[src/rtl/seg7_pkg.sv]
// Shared 7-segment definitions: active-low digit patterns used by both the
// display drivers (encode) and the scan decoder (decode).
package seg7_pkg;

    localparam int NUM_DIGITS = 4;

    localparam logic [3:0] DIGIT_BLANK = 4'hF;

    // Active-low patterns, bit order g,f,e,d,c,b,a
    localparam logic [6:0] SEG_0     = 7'h40;
    localparam logic [6:0] SEG_1     = 7'h79;
    localparam logic [6:0] SEG_2     = 7'h24;
    localparam logic [6:0] SEG_3     = 7'h30;
    localparam logic [6:0] SEG_4     = 7'h19;
    localparam logic [6:0] SEG_5     = 7'h12;
    localparam logic [6:0] SEG_6     = 7'h02;
    localparam logic [6:0] SEG_7     = 7'h78;
    localparam logic [6:0] SEG_8     = 7'h00;
    localparam logic [6:0] SEG_9     = 7'h10;
    localparam logic [6:0] SEG_BLANK = 7'h7F;

    // Multiply a BCD digit by ten using shifts only; result fits 7 bits (max 90)
    function automatic logic [6:0] times_ten(input logic [3:0] d);
        logic [6:0] d_ext;
        d_ext = {3'b000, d};
        return (d_ext << 3) + (d_ext << 1);
    endfunction

endpackage

[src/rtl/seg7_pattern_decode.sv]
// Combinational reverse lookup: active-low 7-bit segment pattern to BCD value.
// Anything not in the digit table and not blank is reported as illegal.
module seg7_pattern_decode
    import seg7_pkg::*;
(
    input  logic [6:0] pattern,
    output logic [3:0] value,
    output logic       is_digit,
    output logic       is_blank,
    output logic       is_illegal
);

    // Table lookup against the shared pattern constants
    always_comb begin
        value      = DIGIT_BLANK;
        is_digit   = 1'b0;
        is_blank   = 1'b0;
        is_illegal = 1'b0;
        case (pattern)
            SEG_0:     begin value = 4'd0; is_digit = 1'b1; end
            SEG_1:     begin value = 4'd1; is_digit = 1'b1; end
            SEG_2:     begin value = 4'd2; is_digit = 1'b1; end
            SEG_3:     begin value = 4'd3; is_digit = 1'b1; end
            SEG_4:     begin value = 4'd4; is_digit = 1'b1; end
            SEG_5:     begin value = 4'd5; is_digit = 1'b1; end
            SEG_6:     begin value = 4'd6; is_digit = 1'b1; end
            SEG_7:     begin value = 4'd7; is_digit = 1'b1; end
            SEG_8:     begin value = 4'd8; is_digit = 1'b1; end
            SEG_9:     begin value = 4'd9; is_digit = 1'b1; end
            SEG_BLANK: begin is_blank = 1'b1; end
            default:   begin is_illegal = 1'b1; end
        endcase
    end

endmodule

[src/rtl/seg7_scan_decoder.sv]
// Receive-side 7-segment monitor: samples the active-low anode/segment bus,
// waits for STABLE_CYCLES identical samples, then commits the decoded digit.
// Digits 1:0 are also combined into a binary tens/ones value.
module seg7_scan_decoder
    import seg7_pkg::*;
#(
    parameter int STABLE_CYCLES = 4
)
(
    input  logic        clk,
    input  logic        rst,
    input  logic [3:0]  AN,
    input  logic [7:0]  SEG,
    output logic [15:0] digits,
    output logic [3:0]  digit_valid,
    output logic [3:0]  digit_err,
    output logic        upd,
    output logic [1:0]  upd_idx,
    output logic [6:0]  count_bin,
    output logic        count_ok,
    output logic        multi_an_err
);

    localparam logic [7:0] STABLE_MAX  = 8'(STABLE_CYCLES);
    localparam logic [7:0] STABLE_LAST = 8'(STABLE_CYCLES - 1);

    logic [11:0] sample_r;
    logic [7:0]  stable_cnt_r;
    logic        committed_r;

    logic [15:0] digits_r;
    logic [3:0]  digit_valid_r;
    logic [3:0]  digit_err_r;
    logic        upd_r;
    logic [1:0]  upd_idx_r;
    logic [6:0]  count_bin_r;
    logic        count_ok_r;
    logic        multi_an_err_r;
    logic        count_upd_r;

    logic [11:0] bus_s;
    logic        same_s;
    logic        commit_s;
    logic [3:0]  an_low_s;
    logic        one_hot_s;
    logic        multi_s;
    logic [1:0]  idx_s;
    logic [3:0]  dec_value_s;
    logic        dec_digit_s;
    logic        dec_blank_s;
    logic        dec_illegal_s;
    logic        pair_ok_s;
    logic [6:0]  pair_bin_s;

    assign bus_s    = {AN, SEG};
    assign same_s   = (bus_s == sample_r);
    // Fires once, on the edge that brings the counter to STABLE_CYCLES
    assign commit_s = same_s && (stable_cnt_r == STABLE_LAST) && !committed_r;

    // DP (sample bit 7) takes part in stability but not in decoding
    seg7_pattern_decode u_decode (
        .pattern    (sample_r[6:0]),
        .value      (dec_value_s),
        .is_digit   (dec_digit_s),
        .is_blank   (dec_blank_s),
        .is_illegal (dec_illegal_s)
    );

    // Classify the held anode sample: single digit, idle, or several selected
    always_comb begin
        an_low_s  = ~sample_r[11:8];
        one_hot_s = (an_low_s != 4'b0000) && ((an_low_s & (an_low_s - 4'd1)) == 4'b0000);
        multi_s   = (an_low_s != 4'b0000) && !one_hot_s;
        case (an_low_s)
            4'b0001: idx_s = 2'd0;
            4'b0010: idx_s = 2'd1;
            4'b0100: idx_s = 2'd2;
            4'b1000: idx_s = 2'd3;
            default: idx_s = 2'd0;
        endcase
    end

    // Tens/ones combination of digits 1:0; blank or invalid yields not-ok
    always_comb begin
        pair_ok_s = digit_valid_r[1] && digit_valid_r[0] &&
                    (digits_r[7:4] <= 4'd9) && (digits_r[3:0] <= 4'd9);
        if (pair_ok_s) begin
            pair_bin_s = times_ten(digits_r[7:4]) + {3'b000, digits_r[3:0]};
        end else begin
            pair_bin_s = 7'd0;
        end
    end

    // Input sample register, stability counter and one-commit-per-interval flag
    always_ff @(posedge clk or posedge rst) begin
        if (rst) begin
            sample_r     <= 12'hFFF;
            stable_cnt_r <= 8'd0;
            committed_r  <= 1'b0;
        end else begin
            sample_r <= bus_s;
            if (!same_s) begin
                stable_cnt_r <= 8'd1;
                committed_r  <= 1'b0;
            end else begin
                if (stable_cnt_r < STABLE_MAX) begin
                    stable_cnt_r <= stable_cnt_r + 8'd1;
                end else begin
                    stable_cnt_r <= stable_cnt_r;
                end
                if (commit_s) begin
                    committed_r <= 1'b1;
                end else begin
                    committed_r <= committed_r;
                end
            end
        end
    end

    // Commit the decoded pattern into the selected digit and pulse upd
    always_ff @(posedge clk or posedge rst) begin
        if (rst) begin
            digits_r       <= 16'hFFFF;
            digit_valid_r  <= 4'b0000;
            digit_err_r    <= 4'b0000;
            upd_r          <= 1'b0;
            upd_idx_r      <= 2'd0;
            multi_an_err_r <= 1'b0;
            count_upd_r    <= 1'b0;
        end else begin
            upd_r       <= commit_s && one_hot_s;
            count_upd_r <= commit_s && one_hot_s && !idx_s[1];
            if (commit_s && one_hot_s) begin
                upd_idx_r                      <= idx_s;
                digits_r[{idx_s, 2'b00} +: 4]  <= dec_digit_s ? dec_value_s : DIGIT_BLANK;
                digit_valid_r[idx_s]           <= dec_digit_s || dec_blank_s;
                digit_err_r[idx_s]             <= dec_illegal_s;
            end else begin
                upd_idx_r <= upd_idx_r;
            end
            if (commit_s && multi_s) begin
                multi_an_err_r <= 1'b1;
            end else begin
                multi_an_err_r <= multi_an_err_r;
            end
        end
    end

    // Refresh the binary pair value the cycle after digit 0 or 1 changes
    always_ff @(posedge clk or posedge rst) begin
        if (rst) begin
            count_bin_r <= 7'd0;
            count_ok_r  <= 1'b0;
        end else if (count_upd_r) begin
            count_bin_r <= pair_bin_s;
            count_ok_r  <= pair_ok_s;
        end else begin
            count_bin_r <= count_bin_r;
            count_ok_r  <= count_ok_r;
        end
    end

    assign digits       = digits_r;
    assign digit_valid  = digit_valid_r;
    assign digit_err    = digit_err_r;
    assign upd          = upd_r;
    assign upd_idx      = upd_idx_r;
    assign count_bin    = count_bin_r;
    assign count_ok     = count_ok_r;
    assign multi_an_err = multi_an_err_r;

endmodule

[config.mk]
export PLATFORM = sky130hd
export DESIGN_NAME = seg7_scan_decoder
export DESIGN_NICKNAME = d
export VERILOG_FILES = /design/src/rtl/seg7_pkg.sv /design/src/rtl/seg7_pattern_decode.sv /design/src/rtl/seg7_scan_decoder.sv
export SDC_FILE = /design/constraint.sdc
export NUM_CORES = 1
export LEC_CHECK = 0
export ABC_AREA = 1
export CAP_MARGIN = 20
export CELL_PAD_IN_SITES_DETAIL_PLACEMENT = 2
export CELL_PAD_IN_SITES_GLOBAL_PLACEMENT = 2
export CORE_ASPECT_RATIO = 1.5
export CORE_MARGIN = 2
export CORE_UTILIZATION = 28
export CTS_CLUSTER_DIAMETER = 60
export DETAILED_ROUTE_END_ITERATION = 10
export PLACE_DENSITY = 0.81
export SYNTH_ARGS = -nofsm -noshare
export SYNTH_HDL_FRONTEND = slang
export SYNTH_HIERARCHICAL = 1
export SYNTH_SLANG_ARGS = --single-unit
[constraint.sdc]
create_clock -name clk -period 3.6 [get_ports clk]
set_input_delay 0.9 -clock clk [delete_from_list [all_inputs] [get_ports clk]]
set_output_delay 0.9 -clock clk [all_outputs]
set_load 0.02 [all_outputs]
==> impl_metrics.yaml <==
synth:
  synth-edff-count: 0
  ys_seq_area_share_pct: 45.8
  synthSimpleGateAreaFrac_pct: 34.5
  synth_xor_area_share_pct: 2.16
  synthDistinctLibCells: 30
  ys_seq_elements: 58
  synth_top_area_cell: "dfrtp_1"
  synth_area_leaders: "dfrtp_1 23%, dfstp_2 23%, nand2_1 13%, nand4_1 6.4%, ha_1 5.4%"
  synth_compound_gate_area_share_pct: 3.81
  synth.avg_cell_area_um2: 8.31
  ys.flop_type: "dfrtp_1"
  synthesis.nets: 421
  synthMuxAreaShare_pct: 0
  syn_inst: 391
  synth.top_cell.area_share_pct: 23.1
  netlist_area_mm2: 0.00325
  postSynth.asyncResetShare_pct: 100
  synth_top_family_by_area: "simple AND/OR/NAND/NOR gates"
  yosys_warnings: 6
  synth_adder_area_share_pct: 6.63
worst_hold_path:
  min-delay-start: "digits[8]"
  min_path_cells: 2
  hold_path.class: "flop to flop"
  hold_end: "digits[8]"
cells_and_area:
  area_delta_synth_final_pct: 30.6
  final_common_cell: "nand2_1"
  drive_gt1_share_pct: 20.0
  num-nets-final: 479
  num_antenna_cells: 0
  final_cell_mix: "114 x nand2_1, 49 x clkdlybuf4s50_1, 44 x nor2_1"
placement:
  place.gp.congestion: 0.798
  port_buffers: 49
  dp_hpwl_mm: 7.07
  place_ws_ns: 0.677
detailed_routing:
  drc: 0
  wl_per_cell_um: 15.3
  firstDrtPassIters: 4
  vias: 2838
  vias_per_cell: 4.70
  drt-initial-drc-count: 72
  ant_nets: 0
  wl_mm: 9.21
cts:
  clk_pin_slew_ns: 0.05
  clk_latency_ns: 0.34
  cts_hold_buf: 0
  clock-root-buffer: "clkbuf_16"
  numCtsBuffers: 9
  htreeDepth: 3
  cts_setup_buffers: 0
  tritoncts: "built"
  cts.path.max_buffers: 2
  cts_resized: 0
  cts.sinks: 58
timing:
  relSlewSlack_pct: 53.9
  rsz0062_at_grt: "no"
  final.setup.tns_ns: 0
  finalCritPeriodShare_pct: 71.7
  worst_pin_slew_ns: 0.690
  finalCriticalPeriod_ns: 2.58
  max_freq_mhz: 388
  slew_violations: 0
  setup-violations-final: 0
  skew_ns: 0.00674
  final_hold_viol_count: 0
  worst_slack_ns: 1.02
global_route:
  first_global_vias: 3150
  grt_use_total_pct: 16.4
  grt_max_degree: 33
  grt-ovfl-total: 0
  grt_pass1_wl_mm: 15.6
  antenna_found_initial: 0
critical_path:
  required_ns: 3.82
  setup.worst_path.start: "AN[2]"
  r2r-end: "count_bin[5]"
  ff2ff_setup_slack_ns: 1.32
  crit_path_end_kind: "flop"
  cp.arrival_ns: 2.80
  start_kind: "input port"
  r2r_cells: 10
  crit_type: "input port to flop"
  r2r-start: "digits[3]"
  path_max_fanout: 26
power_and_ir_drop:
  power_density_mw_per_mm2: 411
  ir_worst_vdd_mv: 0.227
  p_leak_nw: 2.07
floorplan:
  rows: 48
  die_w_um: 91.9
  initial_core_util_pct: 28.5
  coreArea_mm2: 0.0114
  die_area_mm2: 0.0125
  die_height_um: 136
  num_io_pins: 50
status:
  status: "finished, final reports clean"
flow_run:
  timing.max_cap.violations: 0
==> metal layers <==
layer  track usage, %  wire [um]  vias to the layer above
met2             32.4       5460                       51
met1             16.0       3190                     1405
li1                 -          -                     1364
met3             3.10        281                       18
met5                0          0                        -
met4             7.88        281                        0
==> flip-flops by register name (all words and copies together), names as in the netlist <==
signal / count
count_upd_r: 1
committed_r: 1
digit_err: 4
digit_valid: 4
upd: 1
stable_cnt_r: 8
count_ok: 1
multi_an_err: 1
count_bin: 7
digits: 16
sample_r: 12
upd_idx: 2
==> critical path, cell delays in order <==
cell	delay, ns
clkdlybuf4s50_1	0.44
xnor2_1	0.25
nand2_1	0.10
nor2_1	0.14
nand3_2	0.25
nor2_8	0.36
nand3_1	0.18
nand2_1	0.12
inv_1	0.04
==> how the worst max path moves through the flow <==
stage	end	slack, ns	depth (start not counted)
after floorplan	committed_r	1.32	1
after global placement	upd_idx[1]	0.78	10
after detailed placement	upd_idx[1]	0.68	10
after CTS	upd_idx[1]	0.98	9
after global routing	upd_idx[1]	0.73	10
final	upd_idx[1]	1.02	9
==> synth_stat cells, drive strengths merged, types with 2 or more instances <==
library cell  instances
nand2               128
nor2                 57
inv                  51
nand4                33
dfrtp                30
dfstp                28
ha                   14
nand3                 8
xnor2                 8
a21oi                 6
o21ai                 6
a22o                  4
buf                   4
or2                   4
a21o                  3
fa                    2
nor3                  2
==> cell families after synthesis <==
kind of cell	count (synthesis)
AND/OR/NAND/NOR	232
XOR/XNOR	8
flip-flops	58
buffers and inverters	57
AO/OA/AOI/OAI	20
adder cells (fa/ha/maj)	16
==> report_power, final <==
group | total (mW) | internal, mW | switching, mW
registers | 0.677 | 0.667 | 0.0103
logic | 0.117 | 0.0398 | 0.0770
clock network | 0.950 | 0.643 | 0.307
==> per-stage QoR <==
step | hold slack [ns] | power, mW | instances | cell area (um2) | utilization (%)
detailed placement | 0.467 | 0.805 | 588 | 3910 | 34.3
global placement | 0.461 | 0.799 | 588 | 3910 | 34.3
floorplan | 0.460 | 0.760 | 391 | 3250 | -
CTS | 0.475 | 1.77 | 604 | 4240 | 37.2
global route | 0.491 | 1.81 | 604 | 4240 | 37.2
finish | 0.468 | 1.74 | 604 | 4240 | 37.2
==> final cells by class <==
type | instances | area (um2)
Sequential cell | 58 | 1490
Multi-Input combinational cell | 276 | 1530
Tap cell | 150 | 188
Fill cell | 1336 | 7170
Timing Repair Buffer | 52 | 513
Inverter | 52 | 195
Clock inverter | 4 | 73.8
Clock buffer | 12 | 256
Note: power is estimated with default switching activity, not from simulation.
